### src/rtl/fish_motion_gen.sv
// Per-fish motion engine: tick prescaler, speed/zig-zag stepping, position tracking,
// hook-follow and screen-edge escape. One instance per fish.
module fish_motion_gen #(
    parameter int TICK_DIV  = 1000000,
    parameter int CNT_W     = 24,
    parameter int X_MAX     = 640,
    parameter int Y_MAX     = 480,
    parameter int ZIG_TICKS = 8
) (
    input  logic       clk,
    input  logic       rst,
    input  logic [9:0] h,
    input  logic [9:0] v,
    input  logic [1:0] way,
    input  logic       appear,
    input  logic [2:0] movetype,
    input  logic       hooked,
    input  logic [9:0] mouse_y,
    output logic [9:0] x_pos,
    output logic [9:0] y_pos,
    output logic [2:0] hm,
    output logic [2:0] vm,
    output logic       h_dir,
    output logic       v_dir,
    output logic       step_valid,
    output logic       escaped,
    output logic [1:0] dbg_state
);
    localparam int ZIG_W = (ZIG_TICKS > 1) ? $clog2(ZIG_TICKS) : 1;

    typedef enum logic [1:0] {S_IDLE, S_SWIM, S_HOOKED, S_ESCAPED} state_t;

    state_t            state_q, state_d;
    logic [CNT_W-1:0]  cnt_q, cnt_d;
    logic [ZIG_W-1:0]  zig_q, zig_d;
    logic              zig_dir_q, zig_dir_d;
    logic [9:0]        x_q, x_d, y_q, y_d;
    logic [2:0]        hm_q, hm_d, vm_q, vm_d;
    logic              h_dir_q, h_dir_d, v_dir_q, v_dir_d;
    logic              step_valid_q, step_valid_d, escaped_q, escaped_d;

    logic              tick, esc, wob_eff, zig_wrap;
    logic [2:0]        step, hook_amt;
    logic [10:0]       x11, y11, step11;
    logic [9:0]        hook_diff;

    assign tick   = (cnt_q == CNT_W'(TICK_DIV - 1));
    assign step   = {1'b0, movetype[1:0]} + 3'd1;
    assign x11    = {1'b0, x_q};
    assign y11    = {1'b0, y_q};
    assign step11 = {8'd0, step};

    always_comb begin
        state_d      = state_q;
        cnt_d        = cnt_q;
        zig_d        = zig_q;
        zig_dir_d    = zig_dir_q;
        x_d          = x_q;
        y_d          = y_q;
        hm_d         = 3'd0;
        vm_d         = 3'd0;
        h_dir_d      = h_dir_q;
        v_dir_d      = v_dir_q;
        step_valid_d = 1'b0;
        escaped_d    = escaped_q;
        esc          = 1'b0;
        wob_eff      = 1'b0;
        zig_wrap     = 1'b0;
        hook_diff    = 10'd0;
        hook_amt     = 3'd0;

        case (state_q)
            S_IDLE: begin
                cnt_d = '0;
                if (appear) begin
                    x_d       = h;
                    y_d       = v;
                    zig_d     = '0;
                    zig_dir_d = 1'b0;
                    state_d   = S_SWIM;
                end
            end
            S_SWIM: begin
                cnt_d = tick ? '0 : cnt_q + CNT_W'(1);
                if (tick) begin
                    step_valid_d = 1'b1;
                    case (way)
                        2'd0: begin
                            hm_d = step; h_dir_d = 1'b0;
                            if (x11 < step11) begin x_d = 10'd0; esc = 1'b1; end
                            else x_d = 10'(x11 - step11);
                        end
                        2'd1: begin
                            hm_d = step; h_dir_d = 1'b1;
                            if (x11 + step11 > 11'(X_MAX - 1)) begin
                                x_d = 10'(X_MAX - 1); esc = 1'b1;
                            end else x_d = 10'(x11 + step11);
                        end
                        2'd2: begin
                            vm_d = step; v_dir_d = 1'b0;
                            if (y11 < step11) begin y_d = 10'd0; esc = 1'b1; end
                            else y_d = 10'(y11 - step11);
                        end
                        default: ;
                    endcase
                    // Wobble bounces off the screen edge instead of escaping
                    if (movetype[2] && way != 2'd3) begin
                        if (way == 2'd2) begin
                            wob_eff = zig_dir_q ? (x_q != 10'(X_MAX - 1)) : (x_q == 10'd0);
                            x_d     = wob_eff ? x_q + 10'd1 : x_q - 10'd1;
                            hm_d    = 3'd1;
                            h_dir_d = wob_eff;
                        end else begin
                            wob_eff = zig_dir_q ? (y_q != 10'(Y_MAX - 1)) : (y_q == 10'd0);
                            y_d     = wob_eff ? y_q + 10'd1 : y_q - 10'd1;
                            vm_d    = 3'd1;
                            v_dir_d = wob_eff;
                        end
                        zig_wrap  = (zig_q == ZIG_W'(ZIG_TICKS - 1));
                        zig_d     = zig_wrap ? '0 : zig_q + ZIG_W'(1);
                        zig_dir_d = wob_eff ^ zig_wrap;
                    end
                end
                if (esc) begin
                    escaped_d = 1'b1;
                    state_d   = S_ESCAPED;
                end else if (hooked) begin
                    state_d = S_HOOKED;
                end
            end
            S_HOOKED: begin
                cnt_d = tick ? '0 : cnt_q + CNT_W'(1);
                if (tick) begin
                    step_valid_d = 1'b1;
                    if (mouse_y > y_q) begin
                        hook_diff = mouse_y - y_q; v_dir_d = 1'b1;
                    end else if (mouse_y < y_q) begin
                        hook_diff = y_q - mouse_y; v_dir_d = 1'b0;
                    end
                    hook_amt = (hook_diff < {7'd0, step}) ? hook_diff[2:0] : step;
                    vm_d     = hook_amt;
                    y_d      = v_dir_d ? y_q + {7'd0, hook_amt} : y_q - {7'd0, hook_amt};
                end
                if (!hooked) state_d = S_SWIM;
            end
            default: cnt_d = '0;
        endcase

        // Despawn overrides any motion computed above; position and dirs hold.
        if (!appear) begin
            state_d      = S_IDLE;
            cnt_d        = '0;
            zig_d        = zig_q;
            zig_dir_d    = zig_dir_q;
            x_d          = x_q;
            y_d          = y_q;
            hm_d         = 3'd0;
            vm_d         = 3'd0;
            h_dir_d      = h_dir_q;
            v_dir_d      = v_dir_q;
            step_valid_d = 1'b0;
            escaped_d    = 1'b0;
        end
    end

    always_ff @(posedge clk or posedge rst) begin
        if (rst) begin
            state_q      <= S_IDLE;
            cnt_q        <= '0;
            zig_q        <= '0;
            zig_dir_q    <= 1'b0;
            x_q          <= 10'd0;
            y_q          <= 10'd0;
            hm_q         <= 3'd0;
            vm_q         <= 3'd0;
            h_dir_q      <= 1'b0;
            v_dir_q      <= 1'b0;
            step_valid_q <= 1'b0;
            escaped_q    <= 1'b0;
        end else begin
            state_q      <= state_d;
            cnt_q        <= cnt_d;
            zig_q        <= zig_d;
            zig_dir_q    <= zig_dir_d;
            x_q          <= x_d;
            y_q          <= y_d;
            hm_q         <= hm_d;
            vm_q         <= vm_d;
            h_dir_q      <= h_dir_d;
            v_dir_q      <= v_dir_d;
            step_valid_q <= step_valid_d;
            escaped_q    <= escaped_d;
        end
    end

    assign x_pos      = x_q;
    assign y_pos      = y_q;
    assign hm         = hm_q;
    assign vm         = vm_q;
    assign h_dir      = h_dir_q;
    assign v_dir      = v_dir_q;
    assign step_valid = step_valid_q;
    assign escaped    = escaped_q;
    assign dbg_state  = state_q;
endmodule

### config.mk
export PLATFORM = sky130hd
export DESIGN_NAME = fish_motion_gen
export DESIGN_NICKNAME = d
export VERILOG_FILES = /design/src/rtl/fish_motion_gen.sv
export SDC_FILE = /design/constraint.sdc
export NUM_CORES = 1
export LEC_CHECK = 0
export CAP_MARGIN = 20
export CORE_ASPECT_RATIO = 0.75
export CORE_MARGIN = 4
export CORE_UTILIZATION = 35
export DETAILED_ROUTE_END_ITERATION = 10
export GPL_TIMING_DRIVEN = 1
export HOLD_SLACK_MARGIN = 0.02
export PLACE_DENSITY = 0.64
export SYNTH_ARGS = -nofsm -noshare
export SYNTH_HDL_FRONTEND = slang
export SYNTH_SLANG_ARGS = --single-unit
### constraint.sdc
create_clock -name clk -period 5.7 [get_ports clk]
set_input_delay 1.14 -clock clk [delete_from_list [all_inputs] [get_ports clk]]
set_output_delay 1.14 -clock clk [all_outputs]
set_load 0.005 [all_outputs]
=== After elaboration in Yosys (flattened, before gate mapping) ===
Index checks and enable logic that the tools add are counted.

* Bits in registers: 60
* Input port bits: 39
* Output and inout port bits: 32
* Word-level logic and storage cells: 148

* Add/subtract/negate cells: 14
* Magnitude comparators: 6
* Equality and inequality tests: 17
* Muxes and demuxes: 81
* Bitwise operators: 1
* Reduce and logical (&&, ||, !) cells: 17

{| class="wikitable"
|+ Operator list
! kind !! number
|-
| $mux 10 || 18
|-
| $mux 24 || 3
|-
| $mux 3 || 16
|-
| $pmux 10 s2 || 2
|-
| $lt 10x3->1 || 3
|-
| $mux 1 || 30
|-
| $pmux 10 s3 || 1
|-
| $sub 10x3->10 || 3
|-
| $add 24x1->24 const B || 1
|-
| $eq 24x20->1 const B || 1
|-
| $add 10x1->10 const B || 2
|-
| $logic_not 10->1 || 2
|-
| $sub 10x1->10 const B || 2
|-
| $sub 10x10->10 || 2
|-
| $pmux 3 s2 || 2
|-
| $reduce_and 4->1 || 3
|-
| $add 10x3->11 || 1
|-
| $gt 11x10->1 const B || 1
|-
| $add 10x3->10 || 1
|-
| $gt 10x10->1 || 1
|-
| $lt 10x10->1 || 1
|-
| $ne 10x10->1 const B || 1
|-
| $ne 10x9->1 const B || 1
|-
| $reduce_and 3->1 || 3
|-
| other kinds (21) || 35
|}

=== Depth between registers and ports, before layout ===
* Depth after elaboration: 11
* Mapped depth: 33
* Mapped depth without buffers: 33

=== Worst setup path before layout ===
No wires, ideal clock.

* Path type: input-to-reg
* Start point: input port mouse_y[0]
* End point: register y_q[9] (netlist: y_pos[9])
* Setup time: 0.118 ns
* Arrival time: 6.801 ns
* Data required time: 5.582 ns
* Slack: -1.219 ns
* Cell stages on the path: 32
* Path buffers: 0
* Path through: inv_1 ha_1 fa_1 nand2b_1 a21oi_1 o21ai_1 nand2_1 mux2_2 ha_1 nand2_1 o21ai_0 nor3_1 nand4_1 nor4_1 o2bb2ai_4 mux2_2 inv_1 ha_1 mux2_2 ha_1 a21o_1 a21oi_1 nand2_1 a211o_1 a21oi_1 nand2_1 a21oi_1 mux2i_1 xnor2_1 a32oi_1 a21oi_1 a21o_1

* Word-level cells in the longest chain between the ends: 11
* Elaborated cells on any way between the ends: 19
* Those cells by class: add/sub: 4; order compare: 3; mux: 12

{| class="wikitable"
|+ RTL lines
! what !! RTL line !! RTL
|-
| start, declared || 18 || <nowiki>input logic [9:0] mouse_y,</nowiki>
|-
| $sub 10x10->10 / $lt 10x10->1 (equally long branches) || 138, 137 ||
|-
| $mux 10 || 137 || <nowiki>end else if (mouse_y < y_q) begin</nowiki>
|-
| $mux 10 || 135 || <nowiki>if (mouse_y > y_q) begin</nowiki>
|-
| $mux 10 || 133 || <nowiki>if (tick) begin</nowiki>
|-
| $mux 10 || 72 || <nowiki>case (state_q)</nowiki>
|-
| $lt 10x3->1 || 140 || <nowiki>hook_amt = (hook_diff < {7'd0, step}) ? hook_diff[2:0] : step;</nowiki>
|-
| $mux 3 || 140 ||
|-
| $sub 10x3->10 / $add 10x3->10 (equally long branches) || 142 || <nowiki>y_d = v_dir_d ? y_q + {7'd0, hook_amt} : y_q - {7'd0, hook_amt};</nowiki>
|-
| $mux 10 (*) || 142 ||
|-
| $mux 10 (*) || 133 ||
|-
| $pmux 10 s3 (*) || 72 ||
|-
| end signal, assigned || 186 || <nowiki>y_q <= y_d;</nowiki>
|-
| end, declared || 37 || <nowiki>logic [9:0] x_q, x_d, y_q, y_d;</nowiki>
|}

Mark *: on every way between the ends. The rest lies on a longest branch, timed or not. The select of a mux whose other input is x is not followed.
A chain may end at the register's enable or synchronous reset.

=== Worst setup path after layout ===
* Start point: input port mouse_y[1]
* End point: register y_q[9] (netlist: y_pos[9])

The elaborated chain is that of the path after synthesis.

==> results.cfg <==
[worst_setup_path]
critPathCaptureType = flip-flop
worstPathRequired_ns = 5.93
worst_ep_arrival_time_ns = 6.50
path_class = input pin to flip-flop
reg2reg_slack_ns = -0.14
start_kind = input pin
critPathSlowestCell = fa_2
worstRegToRegCells = 30
cpPeakStageDelay_ns = 0.38
r2r-start = y_pos[5]$_DFFE_PP0P_
crit_path_max_fanout = 4
r2r-end = y_pos[9]$_DFFE_PP0P_
cp_top_family = compound AO/OA/AOI/OAI gates
critPathBufInv = 5

[die]
die_y_um = 125.5
die_w_um = 164.6
io_pins = 71
start_util_pct = 36.04
dieArea_sq_um = 20660
core_sq_um = 17870
num_rows = 42

[placement]
port-buffer-count = 70
gp_congestion = 0.8771
hpwl_um = 15310

[synth]
synth.cell_area_sq_um = 6440
synth-edff-count = 0
ys_seq_elements = 60
yosysSeqAreaShare_pct = 23.31
syn_nets = 931
syn_inst = 822
async_flop_share_pct = 100.0
syn_area_per_cell_sq_um = 7.834
yosysWarnings = 0
synth.distinct_cells = 69
ys.flop_type = dfrtp_1

[route]
antenna_left = 0
initialDrtViolationCount = 640
wirelength_um = 20630
post_drt_wl_per_cell_um = 16.63
drcViolationCount = 0
dr_total_vias = 6626
viasPerCell = 5.339
first_pass_iters = 5

[hold_path]
hp-start = cnt_q[0]$_DFF_PP0_
holdPathEnd = cnt_q[0]$_DFF_PP0_
hold_class = flip-flop to flip-flop
worstHoldPathCells = 1

[cts]
insertion_delay_ns = 0.33
clk_pin_slew_worst_paths_ns = 0.06
clk_path_buf_depth = 2
clkSinkCount = 60
cts_tree = done
h-tree-depth = 3
root_buffer = clkbuf_16
numCtsBuffers = 9
hold_buffers = 0

[global_routing]
grt_pass1_vias = 6316
grt_max_degree = 61
grt_pass1_wl_um = 33440
grt_remaining_overflow = 0
antenna_found_initial = 0
grt.total_usage_pct = 19.76

[outcome]
violations = negative setup slack
status = complete, but fails checks

[timing]
finalMaxSlewViolations = 0
fin_crit_sh_pct = 110.1
skew_ns = 0.01209
finalCriticalPeriod_ns = 6.274
final.setup.worst_slack_ns = -0.5736
rsz0062_at_grt = true
setup_viol = 6
slew_headroom_pct = 30.96
worst_pin_slew_ns = 1.022
holdWs_ns = 0.4890
max_freq_mhz = 159.4
hold_viol_final = 0

[finish]
drive_gt1_share_pct = 23.22
fin_nets = 1103
fin_util_pct = 50.55
area_growth_pct = 40.24
diodes = 0

[job]
max_cap_violations = 0

[power]
peakVddDrop_v = 0.0002037
powerDensity_nw_per_um2 = 532.6
p_leak_nw = 3.836
-- power breakdown --
part / switching, mW / total, mW / internal (mW)
clock: 0.221 / 0.521 / 0.299
combinational: 1.82 / 3.62 / 1.79
sequential: 0.163 / 0.673 / 0.511
total: 2.21 / 4.81 / 2.60
-- repair_timing --
| item | 4_1_cts | 5_1_grt |
|---|---|---|
| pin swaps | 36 | 36 |
| cloned | 0 | 0 |
| resized for setup | 78 | 28 |
| setup endpoints to repair | 9 | 9 |
| setup buffers | 11 | 7 |
-- worst max-delay path by stage --
stage                      endpoint  cells after the start       start  slack (ns)
3_3_place_gp   y_pos[9]$_DFFE_PP0P_                     32  mouse_y[5]       -1.36
3_5_place_dp   y_pos[9]$_DFFE_PP0P_                     33  mouse_y[5]       -1.53
4_1_cts        y_pos[9]$_DFFE_PP0P_                     32  mouse_y[5]       -0.74
2_1_floorplan  y_pos[9]$_DFFE_PP0P_                     32  mouse_y[5]       -0.72
6_report       y_pos[9]$_DFFE_PP0P_                     32  mouse_y[1]       -0.57
5_1_grt        y_pos[9]$_DFFE_PP0P_                     32  mouse_y[2]       -0.87
-- metal layers --
layer	GRT usage (%)	wire length, um	vias up
li1	-	-	3291
met1	30.87	10530	3082
met2	28.45	8556	241
met3	3.914	1417	12
met4	2.934	131	0
met5	0	0	-
-- stage by stage --
step | total power, mW | instances | setup slack, ns | TNS (ns) | instance area [sq um]
2_1_floorplan | 2.723 | 822 | -0.7173 | -2.420 | 6671
6_report | 4.810 | 1241 | -0.5736 | -2.372 | 9031
3_3_place_gp | 3.814 | 1207 | -1.362 | -8.939 | 8313
3_5_place_dp | 3.857 | 1207 | -1.533 | -10.12 | 8313
5_1_grt | 5.216 | 1241 | -0.8694 | -4.308 | 9031
4_1_cts | 4.612 | 1234 | -0.7388 | -3.200 | 8851
-- area by class of cell --
class                   instances  area [sq um]
fillers                      1688          8836
multi-input cells             665          4994
repair buffers                198          1712
flip-flops and latches         60          1501
well taps                     242         302.8
inverters                      60         237.7
clock buffers                   9         225.2
clock inverters                 7         58.81
-- layout by cell type, fill, tap and decap left out, types with 10 or more instances in the layout --
| master | n |
|---|---|
| xor2_1 | 23 |
| nand4_1 | 11 |
| o21bai_1 | 10 |
| ha_1 | 42 |
| clkdlybuf4s50_1 | 60 |
| xnor2_1 | 35 |
| nand2b_1 | 10 |
| a21o_1 | 13 |
| o21ai_0 | 54 |
| nor2_1 | 75 |
| nand2_1 | 68 |
| buf_6 | 10 |
| ha_4 | 17 |
| a21oi_1 | 62 |
| nand3_1 | 23 |
| buf_4 | 119 |
| a31oi_1 | 11 |
| dfrtp_1 | 60 |
| nor2b_1 | 12 |
| inv_1 | 48 |
| o211ai_1 | 10 |
| mux2i_1 | 14 |
| nor3_1 | 17 |
-- cells by family (layout without fill, tap and decap cells) --
group | count (synthesis) | in the layout | share of synthesized area [%]
AND/OR/NAND/NOR | 265 | 265 | 19.45
AO/OA/AOI/OAI | 249 | 249 | 25.26
buffers and inverters | 97 | 274 | 5.906
adder cells (fa/ha/maj) | 71 | 71 | 14.71
XOR/XNOR | 60 | 60 | 8.160
flip-flops | 60 | 60 | 23.31
multiplexers | 20 | 20 | 3.206
-- synth_stat cells (19+ instances only) --
cell	instances	area (sq um)
a21oi_1	70	350.3
clkbuf_1	30	112.6
dfrtp_1	60	1501
ha_1	62	775.7
inv_1	59	221.5
nand2_1	72	270.3
nand3_1	25	125.1
nor2_1	76	285.3
nor3_1	19	95.09
o21ai_0	58	290.3
xnor2_1	37	324.1
xor2_1	23	201.4
-- state kept, by name, indices dropped and copies added (netlist names) --
name,flops
y_pos,10
hm,3
vm,3
zig_q,3
escaped,1
dbg_state,2
h_dir,1
step_valid,1
v_dir,1
x_pos,10
zig_dir_q,1
cnt_q,24
Note: power is estimated with default switching activity, not from simulation.
